### src/rtl/truth_table_sweeper.sv
// -----------------------------------------------------------------------------
// truth_table_sweeper
//
// Exhaustive stimulus engine for a combinational block. After a start pulse it
// walks every one of the 2^N_IN input vectors, holds each for HOLD clocks and,
// on the last clock of each hold, compares the M_CH DUT outputs against the
// EXPECTED truth table. It reports the number of failing vectors and the first
// failing vector.
//
// Optional build macro:
//   SWEEP_GRAY_EN - drive vectors in reflected Gray order (one input toggles
//                   per step) instead of plain binary order.
//
// Ports:
//   clk             in   rising-edge clock
//   reset           in   synchronous, active-high
//   start           in   begin a sweep (only honoured in IDLE or DONE)
//   vec_out         out  N_IN   vector driven to the DUT inputs
//   dut_in          in   M_CH   DUT outputs sampled by this block
//   busy            out  high while sweeping
//   done            out  high in DONE until the next start or reset
//   pass            out  done and no failing vector
//   err_count       out  N_IN+1 number of vectors with any channel mismatch
//   first_err_vec   out  N_IN   vector value of the first mismatch
//   first_err_valid out  first_err_vec holds a captured value
// -----------------------------------------------------------------------------
module truth_table_sweeper #(
    parameter int N_IN = 5,
    parameter int M_CH = 2,
    parameter int HOLD = 10,
    parameter logic [M_CH*(2**N_IN)-1:0] EXPECTED = {32'hFFFF_FFFE, 32'h8000_0000}
) (
    input  logic              clk,
    input  logic              reset,
    input  logic              start,
    output logic [N_IN-1:0]   vec_out,
    input  logic [M_CH-1:0]   dut_in,
    output logic              busy,
    output logic              done,
    output logic              pass,
    output logic [N_IN:0]     err_count,
    output logic [N_IN-1:0]   first_err_vec,
    output logic              first_err_valid
);

    localparam int NV    = 2**N_IN;
    localparam int EXP_W = M_CH * NV;
    localparam int IDX_W = $clog2(EXP_W);
    localparam int HC_W  = (HOLD > 1) ? $clog2(HOLD) : 1;

    typedef enum logic [1:0] {
        S_IDLE = 2'd0,
        S_RUN  = 2'd1,
        S_DONE = 2'd2
    } state_t;

    state_t            r_state;
    state_t            w_state_nxt;
    logic [N_IN-1:0]   r_ord;          // ordinal of the current vector, 0..2^N_IN-1
    logic [HC_W-1:0]   r_hold_cnt;
    logic [N_IN:0]     r_err_cnt;
    logic [N_IN-1:0]   r_first_vec;
    logic              r_first_valid;

    logic [N_IN-1:0]   w_vec;
    logic [M_CH-1:0]   w_exp;
    logic              w_mismatch;
    logic              w_hold_last;
    logic              w_ord_last;
    logic              w_sample;
    logic              w_launch;

    // The ordinal always counts in binary; only the driven value is re-coded,
    // so the end-of-sweep test is identical in both orders.
`ifdef SWEEP_GRAY_EN
    assign w_vec = r_ord ^ (r_ord >> 1);
`else
    assign w_vec = r_ord;
`endif

    // Truth-table lookup for the vector actually driven on vec_out.
    always_comb begin
        logic [IDX_W-1:0] idx;
        idx   = '0;
        w_exp = '0;
        for (int ch = 0; ch < M_CH; ch++) begin
            idx       = IDX_W'(ch * NV) + IDX_W'(w_vec);
            w_exp[ch] = EXPECTED[idx];
        end
    end

    assign w_mismatch  = |(dut_in ^ w_exp);
    assign w_hold_last = (r_hold_cnt == HC_W'(HOLD - 1));
    assign w_ord_last  = (r_ord == {N_IN{1'b1}});
    assign w_sample    = (r_state == S_RUN) && w_hold_last;
    assign w_launch    = (r_state != S_RUN) && start;

    always_ff @(posedge clk) begin
        if (reset) begin
            r_state <= S_IDLE;
        end else begin
            r_state <= w_state_nxt;
        end
    end

    always_comb begin
        w_state_nxt = r_state;
        case (r_state)
            S_IDLE:  if (start) w_state_nxt = S_RUN;
            S_RUN:   if (w_sample && w_ord_last) w_state_nxt = S_DONE;
            S_DONE:  if (start) w_state_nxt = S_RUN;
            default: w_state_nxt = S_IDLE;
        endcase
    end

    always_ff @(posedge clk) begin
        if (reset) begin
            r_ord         <= '0;
            r_hold_cnt    <= '0;
            r_err_cnt     <= '0;
            r_first_vec   <= '0;
            r_first_valid <= 1'b0;
        end else if (w_launch) begin
            r_ord         <= '0;
            r_hold_cnt    <= '0;
            r_err_cnt     <= '0;
            r_first_vec   <= '0;
            r_first_valid <= 1'b0;
        end else if (r_state == S_RUN) begin
            if (w_hold_last) begin
                r_hold_cnt <= '0;
                r_err_cnt  <= r_err_cnt + {{N_IN{1'b0}}, w_mismatch};
                if (w_mismatch && !r_first_valid) begin
                    r_first_vec   <= w_vec;
                    r_first_valid <= 1'b1;
                end
                // The last vector stays on vec_out through DONE.
                if (!w_ord_last) begin
                    r_ord <= r_ord + 1'b1;
                end
            end else begin
                r_hold_cnt <= r_hold_cnt + 1'b1;
            end
        end
    end

    assign vec_out         = w_vec;
    assign busy            = (r_state == S_RUN);
    assign done            = (r_state == S_DONE);
    assign pass            = (r_state == S_DONE) && (r_err_cnt == '0);
    assign err_count       = r_err_cnt;
    assign first_err_vec   = r_first_vec;
    assign first_err_valid = r_first_valid;

endmodule

### config.mk
export PLATFORM = sky130hd
export DESIGN_NAME = truth_table_sweeper
export DESIGN_NICKNAME = d
export VERILOG_FILES = /design/src/rtl/truth_table_sweeper.sv
export SDC_FILE = /design/constraint.sdc
export NUM_CORES = 1
export LEC_CHECK = 0
export CORE_AREA = 2 2 63 65
export DETAILED_ROUTE_END_ITERATION = 8
export DIE_AREA = 0 0 65 67
export GPL_ROUTABILITY_DRIVEN = 0
export PLACE_DENSITY = 0.62
export SLEW_MARGIN = 20
export SYNTH_ARGS = -nofsm -noshare
export SYNTH_HDL_FRONTEND = slang
export SYNTH_SLANG_ARGS = --single-unit
### constraint.sdc
create_clock -name clk -period 1.8 [get_ports clk]
set_input_delay 0.36 -clock clk [delete_from_list [all_inputs] [get_ports clk]]
set_output_delay 0.36 -clock clk [all_outputs]
set_load 0.05 [all_outputs]
After elaboration in Yosys (flattened, before gate mapping). Memories as Yosys holds them, arrays and structs flattened. A register that Yosys moved wholly into a read port is not among the register bits. Index checks and enable logic that the tools add are counted.

Bits in writable memories: 0. Bits in read-only memories: 96. Register bits: 23. Bits in latches: 0. Memories: 2. Word-level logic and storage cells: 46.

Div/mod/pow operators: 0. Eq/ne operators: 7. Add/sub/neg operators: 4. Reductions and logical operators: 15. Magnitude comparators: 2. Bitwise logic cells: 2. Multiplexer cells: 8. Multiply operators: 0. Shifts and indexed selects: 0.

Memories: (no name shown) (depth 64, width 1, read ports 1, clocked after Yosys merged registers in 0, write ports 0, line 88) `w_exp[ch] = EXPECTED[idx];`; (no name shown) (depth 32, width 1, read ports 1, clocked after Yosys merged registers in 1, write ports 0, line 88).

Operator list (count): two-way mux 5 bit (2); less-than comparator 5 x 7 -> 1 bit, second input constant (1); less-than comparator 6 x 7 -> 1 bit, second input constant (1); adder 6 x 1 -> 6 bit (1); adder 6 x 5 -> 6 bit, first input constant (1); logical NOT 6 bit (1); != test 2 x 1 -> 1 bit, second input constant (3); AND reduction 3 bit (2); OR reduction 2 bit (3); adder 5 x 1 -> 5 bit, second input constant (1); equality test 5 bit, second input constant (1); logical AND 1 bit (5); adder 4 x 1 -> 4 bit, second input constant (1); equality test 4 bit, second input constant (1); two-way mux 2 bit (2); two-way mux 4 bit (1); one-hot mux 2 bit (2 select lines) (1); AND reduction 2 bit (2); equality test 2 x 1 -> 1 bit, second input constant (1); equality test 2 bit, second input constant (1); logical NOT 2 bit (1); two-way mux 1 bit (2); XOR 2 bit (1); logical NOT 1 bit (1); inverter 1 bit (1).

Logic depth before layout (Yosys ltp). Gate-level depths: netlist of run 1.

Word-level depth: 7. Mapped depth: 11. Mapped depth without buffers: 11.

Worst setup path after synthesis of run 1. No wires, ideal clock.

Path kind: reg2out. From: reg r_err_cnt[2] (netlist: err_count[2]). To: out pass. Arrival: 2.535 ns. Required time: 1.440 ns. Cell stages (with the launch flop): 3. Slack: -1.095 ns. Cells stage by stage: dfxtp_1 -> or4_1 -> nor4_1.

Word-level cells in the longest chain between the ends: 2.

Ends and longest elaborated chain: start: declaration (line 61) `logic [N_IN:0] r_err_cnt;`; start signal: assignment (line 132) `r_err_cnt <= r_err_cnt + {{N_IN{1'b0}}, w_mismatch};`; logical NOT 6 bit (line 150) `assign pass = (r_state == S_DONE) && (r_err_cnt == '0);`; logical AND 1 bit (line 150); end: declaration (line 40) `output logic pass,`.

No other way between the ends.

Worst setup path in the final report of run 1.
From: reg r_err_cnt[1] (netlist: err_count[1]). To: out pass.

Same word-level chain as after synthesis.

==> results of run 1 <==
-- logic make-up after synthesis --
group | share of synthesized area
adders and majority gates | 0.0511
DFF | 0.392
muxes | 0.0572
xor gates and xnor gates | 0.0501
AOI/OAI and AO/OA | 0.133
and+or+nand+nor | 0.276
buffers and inverters | 0.0409
-- layout by cell type (no fill, tap or decap), drive strengths merged, types with 3 or more instances in the layout --
cell,Yosys,routed
clkbuf,1,4
dfxtp,24,24
mux2i,7,7
ha,5,5
a211oi,3,3
clkdlybuf4s50,0,4
buf,2,42
nand2,19,19
xor2,3,3
o21a,3,3
o21ai,4,4
a21oi,11,11
nor2,10,10
inv,8,8
xnor2,4,4
-- power by group through the flow --
| stage | combinational [mW] | clock [mW] | sequential [mW] |
|---|---|---|---|
| finish | 0.0815 | 0.333 | 0.532 |
| detailed placement | 0.0800 | 0 | 0.544 |
| global route | 0.0891 | 0.363 | 0.533 |
| global placement | 0.0786 | 0 | 0.544 |
| CTS | 0.0814 | 0.344 | 0.532 |
| floorplan | 0.0422 | 0 | 0.545 |
-- registers in the layout, indices dropped and copies added, names as in the netlist --
register / count
vec_out: 5
r_state: 2
err_count: 6
first_err_vec: 5
first_err_valid: 1
r_hold_cnt: 4
w_exp: 1
-- stage by stage --
step | total power [mW] | setup slack [ns] | utilization | hold slack (ns)
floorplan | 0.587 | -0.165 | - | 0.432
global placement | 0.623 | -0.151 | 0.478 | 0.444
detailed placement | 0.624 | -0.178 | 0.478 | 0.449
CTS | 0.957 | -0.102 | 0.504 | 0.465
global route | 0.985 | -0.149 | 0.516 | 0.478
finish | 0.946 | -0.0981 | 0.516 | 0.458
-- what timing repair did --
item,CTS,global route
setup endpoints to repair,7,9
buffers inserted,2,2
pin swaps,12,7
gates resized for setup,5,6
-- how the worst max path moves through the flow --
stage / startpoint / cells past startpoint / slack [ns] / endpoint
3_5_place_dp: dut_in[1] / 8 / -0.18 / err_count[5]
6_report: err_count[1] / 3 / -0.1 / pass
4_1_cts: err_count[1] / 3 / -0.10 / pass
5_1_grt: vec_out[0] / 7 / -0.15 / w_exp[0]
3_3_place_gp: dut_in[1] / 8 / -0.15 / err_count[5]
2_1_floorplan: vec_out[0] / 7 / -0.16 / w_exp[0]
-- area by class of cell --
| type | instances | area share |
|---|---|---|
| clock buffer | 4 | 0.0242 |
| sequential | 24 | 0.270 |
| multi-input combinational | 100 | 0.441 |
| tap | 48 | 0.0323 |
| timing repair buffer | 46 | 0.213 |
| inverter | 8 | 0.0188 |
-- layer usage --
metal	up-vias	wire, um	GRT usage
li1	566	-	-
met1	524	1340	0.189
met2	16	1330	0.238
met3	5	81	0.0236
met4	0	59	0.0638
met5	-	0	0
-- worst reg2reg max path, stage by stage, from the launching register on --
cell	delay [ns]
sky130_fd_sc_hd__dfxtp_4	0.38
sky130_fd_sc_hd__ha_4	0.16
sky130_fd_sc_hd__and3_4	0.18
sky130_fd_sc_hd__ha_4	0.17
sky130_fd_sc_hd__nor3b_4	0.20
sky130_fd_sc_hd__and4_1	0.22
sky130_fd_sc_hd__mux2i_1	0.24
sky130_fd_sc_hd__and4b_1	0.21
==> results.txt, run 1 <==
By startpoint and endpoint, the worst setup path is classified as register to output port. Data arrives at the worst endpoint at 1.54 ns. The category of the worst setup path launch point is a register. Walking the worst path, the cells encountered are or4_4 > nor4_4 > buf_12. The worst hold path terminates at first_err_vec[3]. The max capacitance violation total was 0; the clock latency of the later-clocked register in the worst-skew pair was 0.27 ns. The final reports fail on setup timing.

The clock-pin slew reported for the worst setup and hold paths after clock tree synthesis is 0.09 ns. The sequential power share was 0.562; the count of pins on the block boundary was 25. Counting the fill cells in the layout gives 327.

By count the netlist is led by sky130_fd_sc_hd__dfxtp_1, sky130_fd_sc_hd__nand2_1, sky130_fd_sc_hd__a21oi_1. IR analysis of the VDD net gives a maximum drop of 0.000236 V. The post-layout instance count excluding filler cells was 230; the number of sinks handled by clock tree synthesis was 24. The register bit count reported by yosys works out to 24. The endpoint identified for the worst register-to-register timing path is w_exp[0]. The internal power of the cells totals 0.722 mW. Largest delay contributor family on the critical path: simple AND/OR/NAND/NOR gates.

The share of the clock period used by the worst path is 1.05. The class of the most critical hold timing path is register to register. Counting every net in the synthesized netlist gives 145. The post-layout minimum cycle time is 1.90 ns, and the maximum number of buffers from clock root to sink is 2. The die is 65 um wide.

The maximum number of pins on one net before global-route repair came out at 14. After detailed routing, the total wire length is 2820 um. The first-pass GRT wire length was 4840 um. Largest area contributor in the synthesized netlist: sky130_fd_sc_hd__dfxtp_1. The number of routed nets with antenna violations is 0, and the synthesized area per cell is 9.07 um^2.

The via count of the first global-routing pass came out at 1043. The synthesized netlist contains 42 unique library cells. In the final layout, flip-flops and latches occupy 502 um^2. Setup repair after global routing could not meet its margin everywhere.

The number of cells on the worst hold path is 2, and the final count of pins violating max slew is 0. For the final routed database, the setup TNS stands at -0.208 ns. In this run the worst path has a maximum fanout of 2. The H-tree depth reported by CTS was 1; the part of the power in the clock network was 0.352. The proportion of synthesized chip area in sequential cells is 0.392, and the synthesized area is 0.00122 mm^2. After synthesis, the cell types taking the most area are sky130_fd_sc_hd__dfxtp_1, sky130_fd_sc_hd__mux2i_1, sky130_fd_sc_hd__nand2_1, sky130_fd_sc_hd__ha_1, sky130_fd_sc_hd__a21oi_1. Yosys instantiated no cell more often than sky130_fd_sc_hd__dfxtp_1. The run gives 7 as the setup-violating endpoint count in the final report. TritonCTS built the clock tree. Based on the critical path, the design can be clocked at up to 0.527 GHz. Synthesis handed over a netlist of 135 instances. The count of input and output buffers came out at 24.

After the first detailed-routing iteration, the DRC count stood at 25. The core region is 0.00361 mm^2. In this run the most critical hold path is launched from first_err_vec[3]. The actual transition at the worst max-transition pin was 0.435 ns. The area fraction of the dominant cell type after synthesis works out to 0.392. The run gives 1.44 ns as the worst endpoint required time. For the relative max-transition margin, the log shows 0.710. 0 antenna diodes ended up in the layout. The final count of hold timing violations came out at 0.

After detailed routing, the average wire length per cell comes to 12.2 um. The worst register-to-register path begins at vec_out[0]. The number of flops mapped to enable cells by yosys came out at 0. The proportion of total power due to net switching is 0.236, and the post-layout worst setup margin is -0.0981 ns. The run gives 0.086 as the share of power burned in combinational logic. Most common flop cell mapped by yosys: sky130_fd_sc_hd__dfxtp_1. For this design the total switching power over the nets is 0.223 mW.

The nature of the critical path endpoint is an output port. The total global-route track usage is 0.146, and the share of final-layout standard cells stronger than drive strength 1 is 0.440. The wire-length estimate of the detail-placed layout is 2160 um. The logs give 0 for the initial antenna violation count and 0.00639 ns for the clock tree skew after final layout. The slowest stage cell on the critical path was sky130_fd_sc_hd__or4_4.

The via count of the routed design came out at 1111. Worst reg-to-reg setup slack: -0.06 ns. The number of search-and-repair iterations in the first detailed-routing pass came out at 4. The share of synthesized flip-flops with an asynchronous set or reset was 0; the area enclosed by the die boundary was 0.00436 mm^2. For this run, the slowest stage of the critical path takes 0.54 ns. After detailed routing, the number of remaining DRC violations is 0. The multi-input gate area in the final layout is 821 um^2, and the number of buffers and inverters on the critical path is 1.

Clock tree synthesis inserted a total of 3 buffers. From synthesis to final layout, the design area changed by 51.8%. The run finished, with violations left.

The leakage power of the design is 0.733 nW, and the final instance area is 0.00186 mm^2. The number of nets in the final layout was 193. The count of hold-fix buffers inserted at cts is 0. Power spread over the standard cell area amounts to 509 mW/mm^2. The per-cell via count in the routed design was 4.83; the leftover overflow at the end of global routing was 0.

The initialized floorplan defines 22 standard-cell rows. Depth of the worst register-to-register path: 7. The die is 67 um tall. The count of warnings emitted by yosys is 0. Library cell used as clock root buffer: sky130_fd_sc_hd__clkbuf_8. For the initial cell density of the core, the log shows 0.340.

Counting tap cells, the placed design contains a total of 222 instances. After detailed placement, the total cell area comes to 0.00173 mm^2.
Power figures use the tool's default switching activity.
==> inputs of run 2 (changes only) <==
CORE_AREA = 2 2 60 68   (was 2 2 63 65)
DIE_AREA = 0 0 62 70   (was 0 0 65 67)
==> results.txt, run 2 (same netlist as run 1, synthesis figures left out) <==
The flow ran to the end, but the final reports show violations. The checks that failed: setup timing. CTS saw 24 sinks. The library cell used as clock root buffer is sky130_fd_sc_hd__clkbuf_8. Hold is met by 0.465 ns. The number of search-and-repair iterations in the first detailed-routing pass was 4. The min-delay analysis places its worst path in the category register to register.

The share of final-layout standard cells stronger than drive strength 1 works out to 0.412. After detailed placement, the design holds a cell count of 225. In this run the core area contains 24 standard-cell rows. The max capacitance violation total is 0.

Post-layout minimum cycle time: 1.89 ns. TritonCTS built the clock tree. The post-layout worst setup margin was -0.0947 ns; the worst endpoint required time was 1.44 ns. The relative max-transition margin is 0.735.

The first global-routing pass estimated 4710 um of wire. The tools report the clock tree skew after final layout as 0.00771 ns. Setup repair after global routing could not meet its margin everywhere. The repair_antennas step left the layout with diodes totalling 0. The proportion of total power due to net switching was 0.238; the layout overhead on the synthesized area was 48.5%. The setup-violating endpoint count in the final report is 6, and the worst supply voltage drop on vdd is 0.000203 V.

The H-tree depth reported by CTS was 1. The internal power of the cells totals 0.717 mW. The placed wire-length estimate is 2160 um.

The count of cells in the finished layout, fillers not included, comes to 229. The floorplan step set the die height to 70 um. The worst setup path is captured at an output port.

The areal power density over the cells works out to 517 mW/mm^2. Category of the worst setup path launch point: a register. The final count of hold timing violations was 0; the via count of the routed design was 1103. The tools report the initial antenna violation count as 0. Leading cell type in the layout, fill and taps excluded: sky130_fd_sc_hd__buf_4. The post-route DRC violation count is 0.

The share of the clock period used by the worst path came out at 1.05. The first routing iteration left 40 violations. 25 I/O pins were placed.

The highest clock frequency the design can meet was 0.528 GHz. The area of the core region was 0.00375 mm^2; the area taken by flip-flops and latches was 502 um^2. For this run the aggregate overflow at the end of global routing stands at 0. After routing the design area is 0.00182 mm^2. Summed over all nets, the switching power comes to 0.223 mW.

The sequential power share came out at 0.566. The startpoint identified for the worst register-to-register timing path is vec_out[1]. The number of clock buffers added by TritonCTS is 3. Using the TritonRoute via totals, the vias-per-cell ratio works out to 4.82. The clock latency of the later-clocked register in the worst-skew pair was 0.27 ns; the multi-input gate area in the final layout was 813 um^2. Prior to clock tree synthesis, the placed netlist has a worst setup slack of -0.172 ns. In the final routed layout, each cell accounts on average for 12.5 um. The fraction of the core area covered by cells at the end of the flow is 0.485, and the arrival time of the worst setup path is 1.53 ns.

Of all nets on the critical path, the largest fanout is 2. For the pin with the worst max-slew slack, the measured transition is 0.398 ns. The number of routed nets with antenna violations is 0, and the leakage power of the design is 0.707 nW. The instance area at placement is 0.00172 mm^2. The register with the most flip-flops in the layout has 6 of them. The floorplan step defined a die boundary enclosing 0.00434 mm^2. By startpoint and endpoint, the worst setup path is classified as register to output port. The initial cell density of the core was 0.326. After detailed routing, the total wire length is 2870 um. Number of nets in the final layout: 188. Entering global routing, the biggest net connects 14 pins.

The tools report the final count of pins violating max slew as 0. The via count of the first global-routing pass came out at 1098. The worst hold path begins at first_err_vec[3]. The count of hold-fix buffers inserted at cts came out at 0. After filler insertion, the fill cell instance count of the layout stands at 354.

Leaving out fill and tap cells, the most frequent cells in the layout are sky130_fd_sc_hd__buf_4, sky130_fd_sc_hd__nand2_1, sky130_fd_sc_hd__dfxtp_1. The part of the power in the clock network is 0.348, and the clock-pin slew reported for the worst setup and hold paths after clock tree synthesis is 0.09 ns. During placement, the flow inserted port buffers numbering 24.

The x dimension of the die works out to 62 um. The start point of the critical path was err_count[2]. The share of power burned in combinational logic is 0.086, and the total global-route track usage is 0.144. Counting along the longest clock path gives a buffer depth of 2.
run 2: power groups by stage:
stage,clock network (mW),logic (mW),registers [mW]
after floorplan,0,0.0422,0.545
after global placement,0,0.0787,0.544
after detailed placement,0,0.0800,0.544
after CTS,0.341,0.0826,0.532
after global routing,0.360,0.0878,0.533
final,0.327,0.0808,0.532
run 2: area by class of cell:
type,instances,area share
multi-input combinational,100,0.447
inverter,8,0.0193
clock inverter,1,0.00206
tap,52,0.0358
timing repair buffer,41,0.197
clock buffer,3,0.0227
sequential,24,0.276
run 2: what timing repair did:
action / CTS / global route
hold endpoints to repair: 0 / 0
pin swaps: 14 / 7
gates resized for setup: 7 / 2
buffers inserted: 1 / 0
setup endpoints to repair: 8 / 15
run 2: path summary, 6_finish.rpt:
| path | cells after the start | slack (ns) | end |
|---|---|---|---|
| setup / recovery | 3 | -0.09 | pass |
| hold / removal | 2 | 0.47 | first_err_vec[3] |
| hold reg to reg | 2 | 0.47 | first_err_vec[3] |
| setup reg to reg | 10 | -0.05 | err_count[5] |
run 2: layer usage:
metal  up-vias  GRT usage  wire length, um
li1        553          -                -
met1       520      0.155             1170
met2        25      0.256             1550
met3         5     0.0204               86
met4         0     0.0757               63
met5         -          0                0
run 2: worst max-delay path, stage by stage, from the launching register on:
cell	delay, ns
sky130_fd_sc_hd__dfxtp_4	0.35
sky130_fd_sc_hd__or4_4	0.54
sky130_fd_sc_hd__nor4_4	0.20
sky130_fd_sc_hd__buf_12	0.18
run 2: stage by stage:
stage	power (mW)	TNS (ns)
6_report	0.940	-0.204
5_1_grt	0.981	-1.07
4_1_cts	0.955	-0.208
3_5_place_dp	0.624	-0.580
3_3_place_gp	0.623	-0.573
2_1_floorplan	0.587	-0.726
==> inputs of run 3 (changes only) <==
PLACE_DENSITY = 0.6   (was 0.62)
clock period = 2.1 ns   (was 1.8 ns; I/O delays follow)
==> results.txt, run 3 (same netlist as run 1, synthesis figures left out) <==
The flow ran to the end, and the final reports show no timing, DRC or antenna violations. Dividing the detail-routed via count by the number of cells gives 4.80. The height of the chip is 70 um.

The share of final-layout standard cells stronger than drive strength 1 was 0.175. Across all register-to-register paths, the minimum setup slack is 0.12 ns. From synthesis to final layout, the design area changed by 35.9%. The run gives 1 as the H-tree depth reported by CTS. The worst slack after detailed placement is 0.101 ns. The endpoint with the worst hold slack was first_err_vec[4].

After floorplanning, the core was divided into 24 placement rows. The number of sinks handled by clock tree synthesis was 24; the number of routed nets with antenna violations was 0. The setup-violating endpoint count in the final report is 0, and the delay contributed by the slowest stage of the critical path is 0.57 ns. The via count of the first global-routing pass was 963; the x dimension of the die was 62 um. The first-pass GRT wire length came out at 4340 um. Summed over all failing endpoints, the final setup total negative slack is 0 ns. Summed over all layers, the global routing overflow is 0. The clock-pin slew reported for the worst setup and hold paths after clock tree synthesis came out at 0.08 ns. The tightest min-delay check is of the register to register type.

IR analysis of the VDD net gives a maximum drop of 0.000212 V. The share of the clock period used by the worst path came out at 0.965. The worst path needs 2.03 ns of the cycle, external delays included. 0 antenna diodes ended up in the layout. The total global-route track usage is 0.134, and the maximum number of pins on one net before global-route repair is 14. Once detailed placement completed, the half-perimeter wirelength came to 2010 um. The tools report the initial antenna violation count as 0. The total wire length after detailed routing is 2700 um.

The tree is rooted in a sky130_fd_sc_hd__clkbuf_8. Dividing total power by cell area gives a power density of 486 mW/mm^2. The tool flagged a number of max-cap violations equal to 0.

The most critical setup path has its startpoint at err_count[2]. The worst register-to-register path begins at vec_out[0]. The count of hold-fix buffers inserted at cts is 0, and the area enclosed by the die boundary is 0.00434 mm^2. The total CTS buffers was 3; the number of fill cells in the layout was 356. At the pin with the least slew margin, the transition time is 0.501 ns. In the layout the commonest cells are sky130_fd_sc_hd__dfxtp_1, sky130_fd_sc_hd__clkdlybuf4s50_1, sky130_fd_sc_hd__nand2_1.

The clock reaches the later pin of the worst-skew pair after 0.27 ns. The final count of hold timing violations is 0, and the instance area at placement is 0.00159 mm^2. The leading cell type in the layout, fill and taps excluded was sky130_fd_sc_hd__dfxtp_1. The first routing iteration left 41 violations. Before antenna repair, the detailed router went through 4 iterations.

The setup path with the least slack is of type register to output port. The leakage power of the design is 0.609 nW, and the worst endpoint required time is 1.68 ns. The run gives 177 as the number of nets in the final layout. The register with the most flip-flops in the layout has 6 of them. The routed length per instance was 12.4 um; the post-layout instance count excluding filler cells was 218. The area of the core region was 0.00375 mm^2. The via count of the routed design came out at 1046. The final count of pins violating max slew came out at 0. For this run, the top clock speed supported by timing is 0.493 GHz. Counting instances, the worst hold path has a depth of 2.

TritonCTS built the clock tree. The tools report the relative max-transition margin as 0.665. STA classifies the critical path startpoint as a register. No sink is reached through more buffers than the 2 on the longest clock path. For this design the top-level I/O count stands at 25. The startpoint of the tightest hold check path was first_err_vec[4]. The worst register-to-register path ends at w_exp[0]. Setup repair after global routing left no endpoint under its margin. The design draws 0.809 mW.

The post-layout worst setup margin was 0.0731 ns. For the initial cell density of the core, the log shows 0.326. Post-route DRC violation count: 0. Walking the worst path, the cells encountered are or4_1 > nor4_4 > buf_12. With fillers left out, the area of the finished cells amounts to 0.00166 mm^2. On the critical path, the stage with the largest delay is an instance of sky130_fd_sc_hd__or4_1. Of all nets on the critical path, the largest fanout is 5.

Between clock sinks in the finished design, the worst skew comes to 0.00304 ns. The nature of the critical path endpoint is an output port. For the arrival time of the worst setup path, the log shows 1.61 ns. The run gives 213 as the number of instances in the placed design.

The count of input and output buffers came out at 24. The number of cells on the worst reg-to-reg path is 7.
run 3: through the flow:
step / hold slack [ns] / utilization
6_report: 0.464 / 0.443
5_1_grt: 0.486 / 0.443
4_1_cts: 0.468 / 0.434
3_5_place_dp: 0.457 / 0.422
3_3_place_gp: 0.442 / 0.422
2_1_floorplan: 0.480 / -
run 3: where the power goes:
group,switching (mW),total (mW),internal [mW]
registers,0.00483,0.461,0.456
logic,0.0362,0.0647,0.0285
clock network,0.147,0.283,0.136
total,0.188,0.809,0.621
run 3: repair_timing:
action | in CTS | in global routing
resized for setup | 0 | 8
setup endpoints to repair | 0 | 5
buffers inserted | 0 | 1
run 3: cell type report:
class / count / area, um^2 / share of cell area
clock buffer: 4 / 45.0 / 0.0271
multi-input combinational: 100 / 736 / 0.442
sequential: 24 / 485 / 0.292
timing repair buffer: 30 / 303 / 0.182
inverter: 8 / 30.0 / 0.0180
tap: 52 / 65.1 / 0.0391
run 3: worst max path at each step:
stage | to | slack, ns | cells after the start
after floorplan | pass | -0.002 | 2
after global placement | w_exp[0] | 0.13 | 7
after detailed placement | w_exp[0] | 0.10 | 7
after CTS | pass | 0.06 | 3
after global routing | w_exp[0] | 0.0004 | 7
final | pass | 0.07 | 3
run 3: routing by layer:
layer	share of wire	wire length (um)	vias to the layer above	global-route usage
li1	-	-	532	-
met1	0.43	1170	489	0.162
met5	0	0	-	0
met3	0.026	69	5	0.0259
met2	0.52	1390	20	0.209
met4	0.027	74	0	0.0780
run 3: critical path: cells and delay by family (launching register included):
kind / cells / cell delay [ns]
AND/OR/NAND/NOR: 2 / 0.78
flip-flops: 1 / 0.38
buffers and inverters: 1 / 0.18
